File: src/rtl/pong_game_ctrl_if.sv
// ---------------------------------------------------------------------------
// pong_game_ctrl_if
//   Signal bundle between the pong game sequencer and the rest of the VGA
//   pong datapath (button debouncer, pixel generator, text/score overlay).
//
//   refresh_tick  one-cycle pulse per frame (start of vertical retrace)
//   btn           debounced, clk-synchronous serve/start button level
//   ball_hit      one-cycle pulse, ball struck paddle
//   ball_miss     one-cycle pulse, ball passed right screen edge
//   graph_still   1 = pixel generator holds paddle/ball static
//   serve         one-cycle pulse, pixel generator reloads ball start
//   game_state    00 NEWGAME, 01 PLAY, 10 NEWBALL, 11 OVER
//   score_d1      BCD tens digit of the hit score
//   score_d0      BCD units digit of the hit score
//   lives         balls remaining
//
//   master: the game sequencer side
//   slave : the datapath / overlay side
// ---------------------------------------------------------------------------
interface pong_game_ctrl_if;
  logic       refresh_tick;
  logic       btn;
  logic       ball_hit;
  logic       ball_miss;
  logic       graph_still;
  logic       serve;
  logic [1:0] game_state;
  logic [3:0] score_d1;
  logic [3:0] score_d0;
  logic [1:0] lives;

  modport master (
    input  refresh_tick, btn, ball_hit, ball_miss,
    output graph_still, serve, game_state, score_d1, score_d0, lives
  );

  modport slave (
    output refresh_tick, btn, ball_hit, ball_miss,
    input  graph_still, serve, game_state, score_d1, score_d0, lives
  );
endinterface

File: src/rtl/pong_game_ctrl.sv
// ---------------------------------------------------------------------------
// pong_game_ctrl
//   Game sequencer for the VGA pong datapath. Tracks NEWGAME / PLAY /
//   NEWBALL / OVER, freezes or releases the moving objects, pulses serve to
//   re-centre the ball, keeps a 2-digit BCD hit score and counts lives.
//
//   Parameters
//     LIVES         balls per game (1..3)
//     TIMER_FRAMES  frames of enforced pause after a miss (1..255)
//
//   Ports
//     clk    system pixel clock
//     reset  asynchronous, active-low reset (0 = reset asserted)
//     bus    master side of pong_game_ctrl_if (inputs from debouncer and
//            pixel generator, registered outputs to datapath and overlay)
// ---------------------------------------------------------------------------
module pong_game_ctrl #(
  parameter int LIVES        = 3,
  parameter int TIMER_FRAMES = 120
) (
  input  logic             clk,
  input  logic             reset,
  pong_game_ctrl_if.master bus
);

  typedef enum logic [1:0] {
    NEWGAME = 2'b00,
    PLAY    = 2'b01,
    NEWBALL = 2'b10,
    OVER    = 2'b11
  } state_t;

  localparam logic [1:0] LIVES_INIT = 2'(LIVES);
  localparam logic [7:0] TIMER_INIT = 8'(TIMER_FRAMES);

  state_t     state;
  state_t     state_next;
  logic       btn_q;
  logic       btn_rise;
  logic [7:0] timer;
  logic       timer_zero;
  logic [3:0] score_d1;
  logic [3:0] score_d0;
  logic [1:0] lives;
  logic       graph_still;
  logic       serve;
  logic       graph_still_next;
  logic       serve_next;

  assign btn_rise   = bus.btn & ~btn_q;
  assign timer_zero = (timer == 8'd0);

  // State register; reset returns to NEWGAME regardless of clk.
  always_ff @(posedge clk or negedge reset) begin
    if (!reset) state <= NEWGAME;
    else        state <= state_next;
  end

  // Next-state logic. Collision pulses only matter in PLAY and a miss takes
  // priority over a hit in the same cycle.
  always_comb begin
    state_next = state;
    case (state)
      NEWGAME: if (btn_rise) state_next = PLAY;
      PLAY: begin
        if (bus.ball_miss) begin
          if (lives == 2'd1) state_next = OVER;
          else               state_next = NEWBALL;
        end
      end
      NEWBALL: if (timer_zero && btn_rise) state_next = PLAY;
      OVER:    if (timer_zero) state_next = NEWGAME;
      default: state_next = NEWGAME;
    endcase
  end

  // Output decode, computed from the upcoming state so the registered
  // outputs line up with the state register: serve is high exactly in the
  // first cycle game_state reads PLAY.
  always_comb begin
    graph_still_next = (state_next != PLAY);
    serve_next       = (state_next == PLAY) && (state != PLAY);
  end

  // Output registers.
  always_ff @(posedge clk or negedge reset) begin
    if (!reset) begin
      graph_still <= 1'b1;
      serve       <= 1'b0;
    end else begin
      graph_still <= graph_still_next;
      serve       <= serve_next;
    end
  end

  // Datapath: button edge detector, BCD score, lives and pause timer.
  // btn_q resets to 1 so a button held through reset does not start a game.
  // A miss loads the timer even if refresh_tick arrives in the same cycle,
  // since PLAY never decrements it.
  always_ff @(posedge clk or negedge reset) begin
    if (!reset) begin
      btn_q    <= 1'b1;
      timer    <= 8'd0;
      score_d1 <= 4'd0;
      score_d0 <= 4'd0;
      lives    <= LIVES_INIT;
    end else begin
      btn_q <= bus.btn;
      case (state)
        NEWGAME: begin
          lives <= LIVES_INIT;
          if (btn_rise) begin
            score_d1 <= 4'd0;
            score_d0 <= 4'd0;
          end
        end
        PLAY: begin
          if (bus.ball_miss) begin
            lives <= lives - 2'd1;
            timer <= TIMER_INIT;
          end else if (bus.ball_hit) begin
            if (score_d0 == 4'd9) begin
              score_d0 <= 4'd0;
              score_d1 <= (score_d1 == 4'd9) ? 4'd0 : score_d1 + 4'd1;
            end else begin
              score_d0 <= score_d0 + 4'd1;
            end
          end
        end
        NEWBALL: begin
          if (bus.refresh_tick && !timer_zero) timer <= timer - 8'd1;
        end
        OVER: begin
          if (bus.refresh_tick && !timer_zero) timer <= timer - 8'd1;
          if (timer_zero) lives <= LIVES_INIT;
        end
        default: ;
      endcase
    end
  end

  assign bus.graph_still = graph_still;
  assign bus.serve       = serve;
  assign bus.game_state  = state;
  assign bus.score_d1    = score_d1;
  assign bus.score_d0    = score_d0;
  assign bus.lives       = lives;

endmodule

File: src/flat_wrapper.sv
// flat-port wrapper written by rule: the top's interface ports become plain ports
module pong_game_ctrl_flat 
#(
  parameter int LIVES        = 3,
  parameter int TIMER_FRAMES = 120
)
  (clk, reset, bus_refresh_tick, bus_btn, bus_ball_hit, bus_ball_miss, bus_graph_still, bus_serve, bus_game_state, bus_score_d1, bus_score_d0, bus_lives);
  pong_game_ctrl_if bus_i ();
  input  logic clk;
  input  logic reset;
  input wire logic [$bits(bus_i.refresh_tick)-1:0] bus_refresh_tick;
  input wire logic [$bits(bus_i.btn)-1:0] bus_btn;
  input wire logic [$bits(bus_i.ball_hit)-1:0] bus_ball_hit;
  input wire logic [$bits(bus_i.ball_miss)-1:0] bus_ball_miss;
  output wire logic [$bits(bus_i.graph_still)-1:0] bus_graph_still;
  output wire logic [$bits(bus_i.serve)-1:0] bus_serve;
  output wire logic [$bits(bus_i.game_state)-1:0] bus_game_state;
  output wire logic [$bits(bus_i.score_d1)-1:0] bus_score_d1;
  output wire logic [$bits(bus_i.score_d0)-1:0] bus_score_d0;
  output wire logic [$bits(bus_i.lives)-1:0] bus_lives;
  assign bus_i.refresh_tick = bus_refresh_tick;
  assign bus_i.btn = bus_btn;
  assign bus_i.ball_hit = bus_ball_hit;
  assign bus_i.ball_miss = bus_ball_miss;
  assign bus_graph_still = bus_i.graph_still;
  assign bus_serve = bus_i.serve;
  assign bus_game_state = bus_i.game_state;
  assign bus_score_d1 = bus_i.score_d1;
  assign bus_score_d0 = bus_i.score_d0;
  assign bus_lives = bus_i.lives;
  pong_game_ctrl #(.LIVES(LIVES), .TIMER_FRAMES(TIMER_FRAMES)) u_core (.clk(clk), .reset(reset), .bus(bus_i));
endmodule
File: config.mk
export PLATFORM = sky130hd
export DESIGN_NAME = pong_game_ctrl_flat
export DESIGN_NICKNAME = d
export VERILOG_FILES = /design/src/rtl/pong_game_ctrl_if.sv /design/src/rtl/pong_game_ctrl.sv /design/src/flat_wrapper.sv
export SDC_FILE = /design/constraint.sdc
export NUM_CORES = 1
export LEC_CHECK = 0
export CELL_PAD_IN_SITES_DETAIL_PLACEMENT = 1
export CELL_PAD_IN_SITES_GLOBAL_PLACEMENT = 2
export CORE_MARGIN = 1.5
export CORE_UTILIZATION = 33
export CTS_BUF_LIST = sky130_fd_sc_hd__clkbuf_4 sky130_fd_sc_hd__clkbuf_8 sky130_fd_sc_hd__clkbuf_16
export DETAILED_ROUTE_END_ITERATION = 10
export PLACE_DENSITY = 0.75
export SYNTH_ARGS = -nofsm -noshare
export SYNTH_HDL_FRONTEND = slang
export SYNTH_SLANG_ARGS = --single-unit
export TNS_END_PERCENT = 5
File: constraint.sdc
create_clock -name clk -period 2.18 [get_ports clk]
set_input_delay 0.436 -clock clk [delete_from_list [all_inputs] [get_ports clk]]
set_output_delay 0.436 -clock clk [all_outputs]
set_load 0.02 [all_outputs]
### After elaboration in Yosys (flattened, before gate mapping)

Index checks and enable logic that the tools add are counted.

* register bits: 23
* bits of input ports: 6
* output and inout port bits: 14
* word-level logic and storage cells: 66

* add/sub/neg operators: 4
* equal/unequal tests: 16
* multiplexer cells: 22
* bitwise logic cells: 2
* reduce and logical (&&, ||, !) cells: 14

Operators with widths (count)
* $mux W4: 8
* $mux W8: 2
* $pmux W4 S2: 2
* $pmux W8 S2: 1
* $mux W2: 6
* $ne A2 B1 Y1 const B: 6
* $add A4 B1 Y4 const B: 2
* $eq A4 B4 Y1 const B: 2
* $logic_not A8 Y1: 1
* $pmux W2 S4: 1
* $sub A8 B1 Y8 const B: 1
* $eq A2 B1 Y1 const B: 3
* $ne A2 B2 Y1 const B: 3
* $pmux W2 S3: 1
* $reduce_and A3 Y1: 2
* $reduce_and A5 Y1: 1
* $eq A2 B2 Y1 const B: 2
* $reduce_and A4 Y1: 1
* $reduce_bool A2 Y1: 2
* $logic_and A1 B1 Y1: 3
* $reduce_bool A3 Y1: 1
* $logic_not A2 Y1: 1
* $reduce_or A2 Y1: 1
* $sub A2 B1 Y2 const B: 1
* 4 further kinds: 4

### Longest topological paths before layout

* depth in word-level cells: 7
* mapped depth: 6
* gate-level depth less buffers: 6

### Least setup slack after synthesis

Ideal clock, no wire load.

* path type: register to register
* start point: reg u_core.score_d0[0] (netlist: u_core.bus.score_d0[0])
* end point: reg u_core.score_d1[3] (netlist: u_core.bus.score_d1[3])
* arrival: 1.539 ns
* required time: 2.088 ns
* path slack: 0.549 ns
* cell stages (with the launch flop): 6
* path buffers: 0
* cell sequence: dfrtp_1 -> ha_1 -> and3b_1 -> nor2_1 -> or3_4 -> o31ai_2

* word-level cells in the longest chain between the ends: 3

Ends and longest elaborated chain
* start: declaration: RTL line pong_game_ctrl.sv:43 `logic [3:0] score_d0;`
* start signal: assignment: RTL line pong_game_ctrl.sv:126 `score_d0 <= score_d0 + 4'd1;`
* $eq A4 B4 Y1: RTL line pong_game_ctrl.sv:122 `if (score_d0 == 4'd9) begin`
* $ne A2 B1 Y1 (no source line)
* $reduce_and A5 Y1 (no source line)
* end signal: assignment: RTL line pong_game_ctrl.sv:124 `score_d1 <= (score_d1 == 4'd9) ? 4'd0 : score_d1 + 4'd1;`
* end: declaration: RTL line pong_game_ctrl.sv:42 `logic [3:0] score_d1;`

No other way between the ends.
A chain may end at the register's enable or synchronous reset.

### Final worst setup path

* start point: reg u_core.state[0] (netlist: u_core.bus.game_state[0])
* end point: out bus_game_state[0]

RTL lines
* start: declaration: RTL line pong_game_ctrl.sv:36 `state_t state;`
* start signal: assignment: RTL line pong_game_ctrl.sv:56 `else state <= state_next;`
* end: declaration: RTL line flat_wrapper.sv:17 `output wire logic [$bits(bus_i.game_state)-1:0] bus_game_state;`

No word-level cell between the ends.

==> impl_metrics.yaml <==
global_route:
  grt_max_degree: 24
  antenna_found_initial: 0
  gr-total-overflow: 0
  grt_pass1_vias: 1086
  grt_pass1_wl_um: 4892
  grtUsageTotal_pct: 15.15
critical_path:
  rr_worst_depth: 6
  worstPathRequired_ps: 1740
  worstSetupPathType: "reg2out"
  r2r-start: "u_core.timer[0]$_DFFE_PN0P_"
  cp_cell_sequence: "clkdlybuf4s50_1"
  cp-startpoint: "u_core.bus.game_state[0]$_DFF_PN0_"
  critPathMaxStageDelay_ps: 680
  cp-end-kind: "primary output"
  cp_slowest_cell: "clkdlybuf4s50_1"
  critPathTopFamily: "buffers and inverters"
  crit_fanout: 11
  r2r-end: "u_core.timer[6]$_DFFE_PN0P_"
  arrival_ps: 1520
  worst-r2r-setup-slack_ps: 400
  crit_path_start_kind: "register"
  path_buf_inv: 1
sta:
  drv_slew: 0
  tns_ps: 0
  worstMarginPinSlew_ps: 423.0
  relSlewSlack_pct: 71.61
  fin_crit_ps: 1954
  finalHoldViolCount: 0
  fin_skew_ps: 3.061
  fin_crit_sh_pct: 89.62
  setup_violations: 0
  rsz0062_at_grt: "no"
  max_freq_mhz: 511.8
  fin_ws_ps: 226.2
clocking:
  post_cts_resized: 0
  cts_buffers: 3
  clkTransAtPathRegs_ps: 80
  post_cts_buffers: 0
  cts_root_buf: "clkbuf_8"
  cts_tree: "yes"
  clock_sinks: 23
  cts_hold_buf: 0
  clkLatencyLatePin_ps: 260
  cts.path.max_buffers: 2
  htree_levels: 1
yosys:
  synth_cells: 128
  synth_top_flop_cell: "dfrtp_1"
  ys_types: 38
  synth_top_family_by_area: "simple AND/OR/NAND/NOR gates"
  synthSimpleGateAreaFrac_pct: 24.65
  synth_nets: 140
  synth_compound_area_share_pct: 13.86
  syn-cell-area_sq_mm: 0.001264
  synth-xor-area-share_pct: 1.386
  synth_fa_ha_area_share_pct: 5.941
  yosysSeqAreaShare_pct: 45.94
  async_flop_share_pct: 100.0
  synth_edf_count: 0
  synth_seq_cells: 23
  syn_avg_cell_area_sq_um: 9.873
  ys_warn_count: 0
  synth_mux_area_share_pct: 3.960
drt:
  first_pass_iters: 2
  vias: 970
  avgViaCountPerCell: 4.899
  wl_um: 2782
  drcViolationCount: 0
  drt-initial-drc-count: 21
  wl_per_cell_um: 14.05
  ant_nets: 0
finish:
  antenna_cells: 0
  final_layout_size_suffix_gt1_share_pct: 10.00
  final_cell_mix: "clkdlybuf4s50_1 (19), dfrtp_1 (19), nand2_1 (14), nor2_1 (11), o21ai_0 (11)"
  syn_to_final_growth_pct: 22.47
  final_area_sq_mm: 0.001548
  finalNetCount: 163
  fin_util_pct: 42.28
flow_run:
  drv_cap: 0
placed_design:
  dp_hpwl_um: 2111
  post-place-ws_ps: 94.73
  place_congestion: 0.7053
  io_buffer_count: 19
  place_area_sq_mm: 0.001501
floorplan:
  placementRows: 22
  start_util_pct: 34.52
  io_pins: 20
  die_x_um: 64.88
  die_area_sq_mm: 0.004209
  core_sq_mm: 0.003661
  fp.dieH_um: 64.88
hold_path:
  whs_endpoint: "u_core.timer[0]$_DFFE_PN0P_"
  hp-class: "reg2reg"
  worstHoldStart: "u_core.timer[0]$_DFFE_PN0P_"
  whs_path_depth: 1
pwr:
  max-vdd-ir-drop_mv: 0.2785
  powerDensity_mw_per_mm2: 946.0
  leakage_nw: 0.6591
status:
  status: "finished, final reports clean"
-- metrics by stage --
step / hold WS, ps / power (mW) / cells
3_3_place_gp: 489.9 / 1.200 / 194
3_5_place_dp: 510.5 / 1.222 / 194
6_report: 514.6 / 1.464 / 198
2_1_floorplan: 140.4 / 1.032 / 128
5_1_grt: 551.3 / 1.602 / 198
4_1_cts: 522.6 / 1.497 / 198
-- worst max-delay path by stage --
stage,endpoint,slack (ps),cells past startpoint
floorplan,u_core.bus.score_d1[3]$_DFFE_PN0P_,550,5
global route,bus_game_state[0],140,1
CTS,bus_game_state[0],200,1
global placement,u_core.bus.score_d1[3]$_DFFE_PN0P_,150,5
finish,bus_game_state[0],230,1
detailed placement,u_core.bus.score_d1[3]$_DFFE_PN0P_,90,6
-- layout make-up --
type                            count  area [sq um]
Timing Repair Buffer               21         205.2
Multi-Input combinational cell     95         629.4
Tap cell                           48         60.06
Inverter                            7         26.28
Clock buffer                        3         41.29
Fill cell                         428          2113
Clock inverter                      1         5.005
Sequential cell                    23         580.6
-- Yosys cell counts (all sizes together), types with 2 or more instances --
cell,number,area (sq um)
a21oi,5,25.02
and3b,2,17.52
buf,3,27.52
dfrtp,19,475.5
dfstp,4,105.1
ha,6,75.07
inv,7,26.28
mux2i,5,50.05
nand2,14,52.55
nand2b,4,25.02
nand3,4,20.02
nor2,11,41.29
nor2b,2,12.51
nor3,4,20.02
nor3b,3,33.78
o21ai,13,65.06
o22ai,2,12.51
o31ai,3,27.52
or3,3,23.77
-- state kept, by name, summed over array words and instances, names as in the netlist --
register and flops:
u_core.bus.game_state 2, u_core.btn_q 1, u_core.timer 8, u_core.bus.score_d1 4, u_core.bus.score_d0 4, u_core.bus.lives 2
u_core.bus.graph_still 1, u_core.bus.serve 1
-- power by group --
group	switching, mW	total [mW]	leakage, nW	internal, mW
clock	0.137	0.264	0.0255	0.127
sequential	0.162	0.710	0.284	0.549
combinational	0.252	0.490	0.350	0.237
total	0.551	1.46	0.659	0.914
-- cell families (layout without fill, tap and decap cells) --
kind of cell,count (synthesis),count (layout)
buffers and inverters,10,32
AND/OR/NAND/NOR,54,54
multiplexers,5,5
flip-flops,23,23
adder cells (fa/ha/maj),6,6
XOR/XNOR,2,2
AO/OA/AOI/OAI,28,28
-- worst register-to-register path, stage by stage (launching register included) --
cell and delay, ps:
dfrtp_1 410, inv_1 70, ha_1 220, nor3b_1 380
nor3b_1 340, nand2_1 120, mux2i_1 130
-- metal layers --
| metal | vias to the layer above | part of all wire, % | GRT usage, % |
|---|---|---|---|
| met1 | 464 | 50 | 19.06 |
| met3 | 2 | 1.6 | 2.083 |
| li1 | 495 | - | - |
| met5 | - | 0 | 0 |
| met2 | 9 | 48 | 26.29 |
| met4 | 0 | 0.61 | 5.585 |
Power figures use the tool's default switching activity.
==> RTL edit 1, RTL diff (same settings) <==
Make the reset (`reset`) synchronous in 3 clocked blocks. Comments in the files are not updated.
--- a/src/rtl/pong_game_ctrl.sv
+++ b/src/rtl/pong_game_ctrl.sv
@@ -51,7 +51,7 @@
   assign timer_zero = (timer == 8'd0);
 
   // State register; reset returns to NEWGAME regardless of clk.
-  always_ff @(posedge clk or negedge reset) begin
+  always_ff @(posedge clk) begin
     if (!reset) state <= NEWGAME;
     else        state <= state_next;
   end
@@ -83,7 +83,7 @@
   end
 
   // Output registers.
-  always_ff @(posedge clk or negedge reset) begin
+  always_ff @(posedge clk) begin
     if (!reset) begin
       graph_still <= 1'b1;
       serve       <= 1'b0;
@@ -97,7 +97,7 @@
   // btn_q resets to 1 so a button held through reset does not start a game.
   // A miss loads the timer even if refresh_tick arrives in the same cycle,
   // since PLAY never decrements it.
-  always_ff @(posedge clk or negedge reset) begin
+  always_ff @(posedge clk) begin
     if (!reset) begin
       btn_q    <= 1'b1;
       timer    <= 8'd0;
Check against the original RTL: differs if reset is asserted again (counterexample within 4 cycles, from zero or initial values and one cycle with reset low); with reset held inactive, the same outputs for 10 cycles.
==> RTL edit 1 against the original RTL <==
  * Routed wire length up 4.4%
  * Setup slack worse by 71 ps
  * First-iteration DRC count grew 100%
  * Utilization increased by 1.9 points
  * Clock skew hardly changed
  * Global-route usage rose by 0.80 points
  * Clock power is 22% lower
  * Power is 9.9% lower
  * Fmax is 3.5% lower
  * Design area down 2.6%
  * Synthesized area is 4.3% lower
  * Sequential cell count is the same
  * Highest routed layer unchanged
==> RTL edit 1: results (changes against the original RTL) <==
status finished, final reports clean; post-synthesis xor/xnor area fraction 2.896% (+1.5 points); Power Sequential 583 µW (-18%); clock network area share 1.826% (-1.2 points); met3 routing resource usage after global routing 3.036% (+0.95 points); Seq/Total Area, Yosys 38.06% (-7.9 points); top area cells in the synthesized netlist sky130_fd_sc_hd__dfxtp_1 38%, sky130_fd_sc_hd__ha_1 6.2%, sky130_fd_sc_hd__nand2_1 4.0%; clock slew seen by the registers of the worst setup and hold paths 130 ps (+50 ps); synthesized netlist cell count 134 (+4.7%); wire length per cell 14.17 µm (+0.82%); Synthesized Nets 146 (+4.3%); HPWL reported at the end of detailed placement 2.249 mm (+6.5%); pin count of the biggest net entering global routing 14 (-42%); grt met1 use 22.61% (+3.6 points); detailed-route wire length 2.904 mm (+4.4%); area of all placed cells without fillers 1508 µm² (-2.6%); Worst-Margin Slew 421.4 ps (-1.601 ps); top achievable clock speed 0.4939 GHz (-3.5%); Async SR Flop Fraction 0% (-100 points); fraction of area in non-clock buffers 15.10% (+1.8 points); worst hold-check slack 517.2 ps (+2.588 ps); number of global-route vias before repair 1,069 (-1.6%); Synth Area in Adders 6.205% (+0.26 points); Placer Congestion 0.7948 (+13%); Met3 Routed Length 117 µm (+170%); Clock Skews 2.676 ps (-0.3846 ps); setup slack of the worst register-to-register path 430 ps (+30 ps); Root Buffer sky130_fd_sc_hd__clkbuf_4; power dissipated in combinational cells 531 µW (+8.4%); highest ir drop seen on vdd 0.0004632 V (+66%); non-clock buffer instance count of the final layout 24 (+14%); overall global routing resource usage 15.95% (+0.80 points); worst endpoint data arrival time 1590 ps (+70 ps); total number of nets in the final design 172 (+5.5%); met2 demand-to-capacity share in global routing 24.34% (-1.9 points); global-route wire length before repair 5.085 mm (+3.9%); proportion of total power due to net switching 39.85% (+2.2 points); fraction of layout instances using a drive strength above 1 11.32% (+1.3 points); part of the power in combinational logic 40.2% (+6.8 points); total placed cells including tap cells 201 (+3.6%); clock latency on the worst-skew pair 310 ps (+50 ps); Iteration-0 DRC Markers 43 (+100%); drt via density 5.180 (+5.7%); filler instances 416 (-2.8%); count of different cell masters after synthesis 41 (+7.9%); Synth Flop Type sky130_fd_sc_hd__dfxtp_1; met2 wirelength from detailed routing 1.265 mm (-5.3%)
RTL edit 1: cell types whose count changed after synthesis, moves of 3 or more:
| cell | unedited run | this run |
|---|---|---|
| sky130_fd_sc_hd__a21oi_1 | 5 | 9 |
| sky130_fd_sc_hd__a31oi_1 | 0 | 3 |
| sky130_fd_sc_hd__dfrtp_1 | 19 | 0 |
| sky130_fd_sc_hd__dfstp_2 | 4 | 0 |
| sky130_fd_sc_hd__dfxtp_1 | 0 | 23 |
| sky130_fd_sc_hd__nor3_1 | 4 | 1 |
| sky130_fd_sc_hd__o21ai_0 | 11 | 3 |
RTL edit 1: path summary, 6_finish.rpt:
kind                                          startpoint                  end  cells after the start
worst max-delay path            u_core.bus.game_state[0]    bus_game_state[0]                      1
worst min-delay path                 u_core.bus.lives[0]  u_core.bus.lives[0]                      1
worst max register to register           u_core.timer[0]      u_core.timer[1]                      6
worst min register to register       u_core.bus.lives[0]  u_core.bus.lives[0]                      1
==> RTL edit 2, RTL diff (config.mk and constraints unchanged) <==
Made on the original files. `TIMER_FRAMES` is set to 120 in 2 places; all go to 64.
--- a/src/rtl/pong_game_ctrl.sv
+++ b/src/rtl/pong_game_ctrl.sv
@@ -16,7 +16,7 @@
 // ---------------------------------------------------------------------------
 module pong_game_ctrl #(
   parameter int LIVES        = 3,
-  parameter int TIMER_FRAMES = 120
+  parameter int TIMER_FRAMES = 64
 ) (
   input  logic             clk,
   input  logic             reset,
--- a/src/flat_wrapper.sv
+++ b/src/flat_wrapper.sv
@@ -2,7 +2,7 @@
 module pong_game_ctrl_flat 
 #(
   parameter int LIVES        = 3,
-  parameter int TIMER_FRAMES = 120
+  parameter int TIMER_FRAMES = 64
 )
   (clk, reset, bus_refresh_tick, bus_btn, bus_ball_hit, bus_ball_miss, bus_graph_still, bus_serve, bus_game_state, bus_score_d1, bus_score_d0, bus_lives);
   pong_game_ctrl_if bus_i ();
Formal check against the unedited RTL: no difference found for any inputs over 10 cycles, from zero or initial values and one cycle with reset low; that may be too few to reach the edited logic, so the function may still have changed.
==> RTL edit 2 against the original RTL <==
  * Power rose by 18%
  * Routed wire length rose by 1.5%
  * Fmax rose by 3.1%
  * Global-route usage rose by 0.68 points
  * Setup slack improved by 59 ps
  * Design area rose by 2.3%
  * First-iteration DRC count rose by 48%
  * Critical path depth rose by 4
  * Synthesized area fell by 2.9%
  * Sequential cell count did not move
  * Clock power rose by 3%
  * Sequential share of layout area fell by 0.83 points
==> RTL edit 2: results (changes against the original RTL) <==
Iteration-0 DRC Markers 31 (+48%); CP max stage delay 470 ps (-210 ps); detailed-route wire length 2.824 mm (+1.5%); Internal Power 1.061 mW (+16%); status finished, final reports clean; critical-path maximum fanout 5 (-6); Synthesized Nets 136 (-2.9%); Setup crit end u_core.bus.score_d1[3]; area taken by multi-input logic gates 608.1 µm² (-3.4%); area fraction in compound gates after synthesis 17.84% (+4.0 points); mux share of post-synthesis cell area 2.446% (-1.5 points); global-route wire length before repair 5.126 mm (+4.8%); worst setup path class in -> reg; post-synthesis xor/xnor area fraction 0.7136% (-0.67 points); total number of nets in the final design 167 (+2.5%); switching power summed over all nets 665.2 µW (+21%); fraction of area in non-clock buffers 16.76% (+3.5 points); final setup margin 285.5 ps (+59.35 ps); worst-case hold path end point u_core.timer[5]; clock network area share 3.083% (+0.092 points); total placed cells including tap cells 196 (+1.0%); synthesized netlist cell count 124 (-3.1%); Seq pwr share 41.8% (-6.7 points); Avg Cell Area, Syn 9.899 µm² (+0.26%); worst endpoint data arrival time 2070 ps (+550 ps); Cell Area, Placed 1534 µm² (+2.2%); highest ir drop seen on vdd 0.0004762 V (+71%); origin of the critical flop-to-flop path u_core.timer[3]; area of all placed cells without fillers 1583 µm² (+2.3%); R2R depth 4 (-2); Clock Skews 2.415 ps (-0.6462 ps); fraction of layout instances using a drive strength above 1 14.94% (+4.9 points)
-- RTL edit 2: changes by cell type in the layout (fill, tap and decap cells not counted), moves of 2 or more --
cell and change:
sky130_fd_sc_hd__o21a_1 +2, sky130_fd_sc_hd__or4_4 +2, sky130_fd_sc_hd__nor2_1 -3, sky130_fd_sc_hd__o31ai_1 +2
sky130_fd_sc_hd__buf_4 +8, sky130_fd_sc_hd__nand2b_1 +3, sky130_fd_sc_hd__nand2_1 -5, sky130_fd_sc_hd__mux2i_1 -2
sky130_fd_sc_hd__nor3_1 -3, sky130_fd_sc_hd__o21ai_1 -2, sky130_fd_sc_hd__o21ai_0 +3
-- RTL edit 2: layer usage --
layer  GRT usage [%]  routed length [µm]  part of all wire (%)  vias up
li1                -                   -                     -      505
met1           19.29                1220                    43      522
met2           27.47                1485                    53       13
met3           2.641                  81                   2.9        4
met4           6.522                  37                   1.3        0
met5               0                   0                     0        -
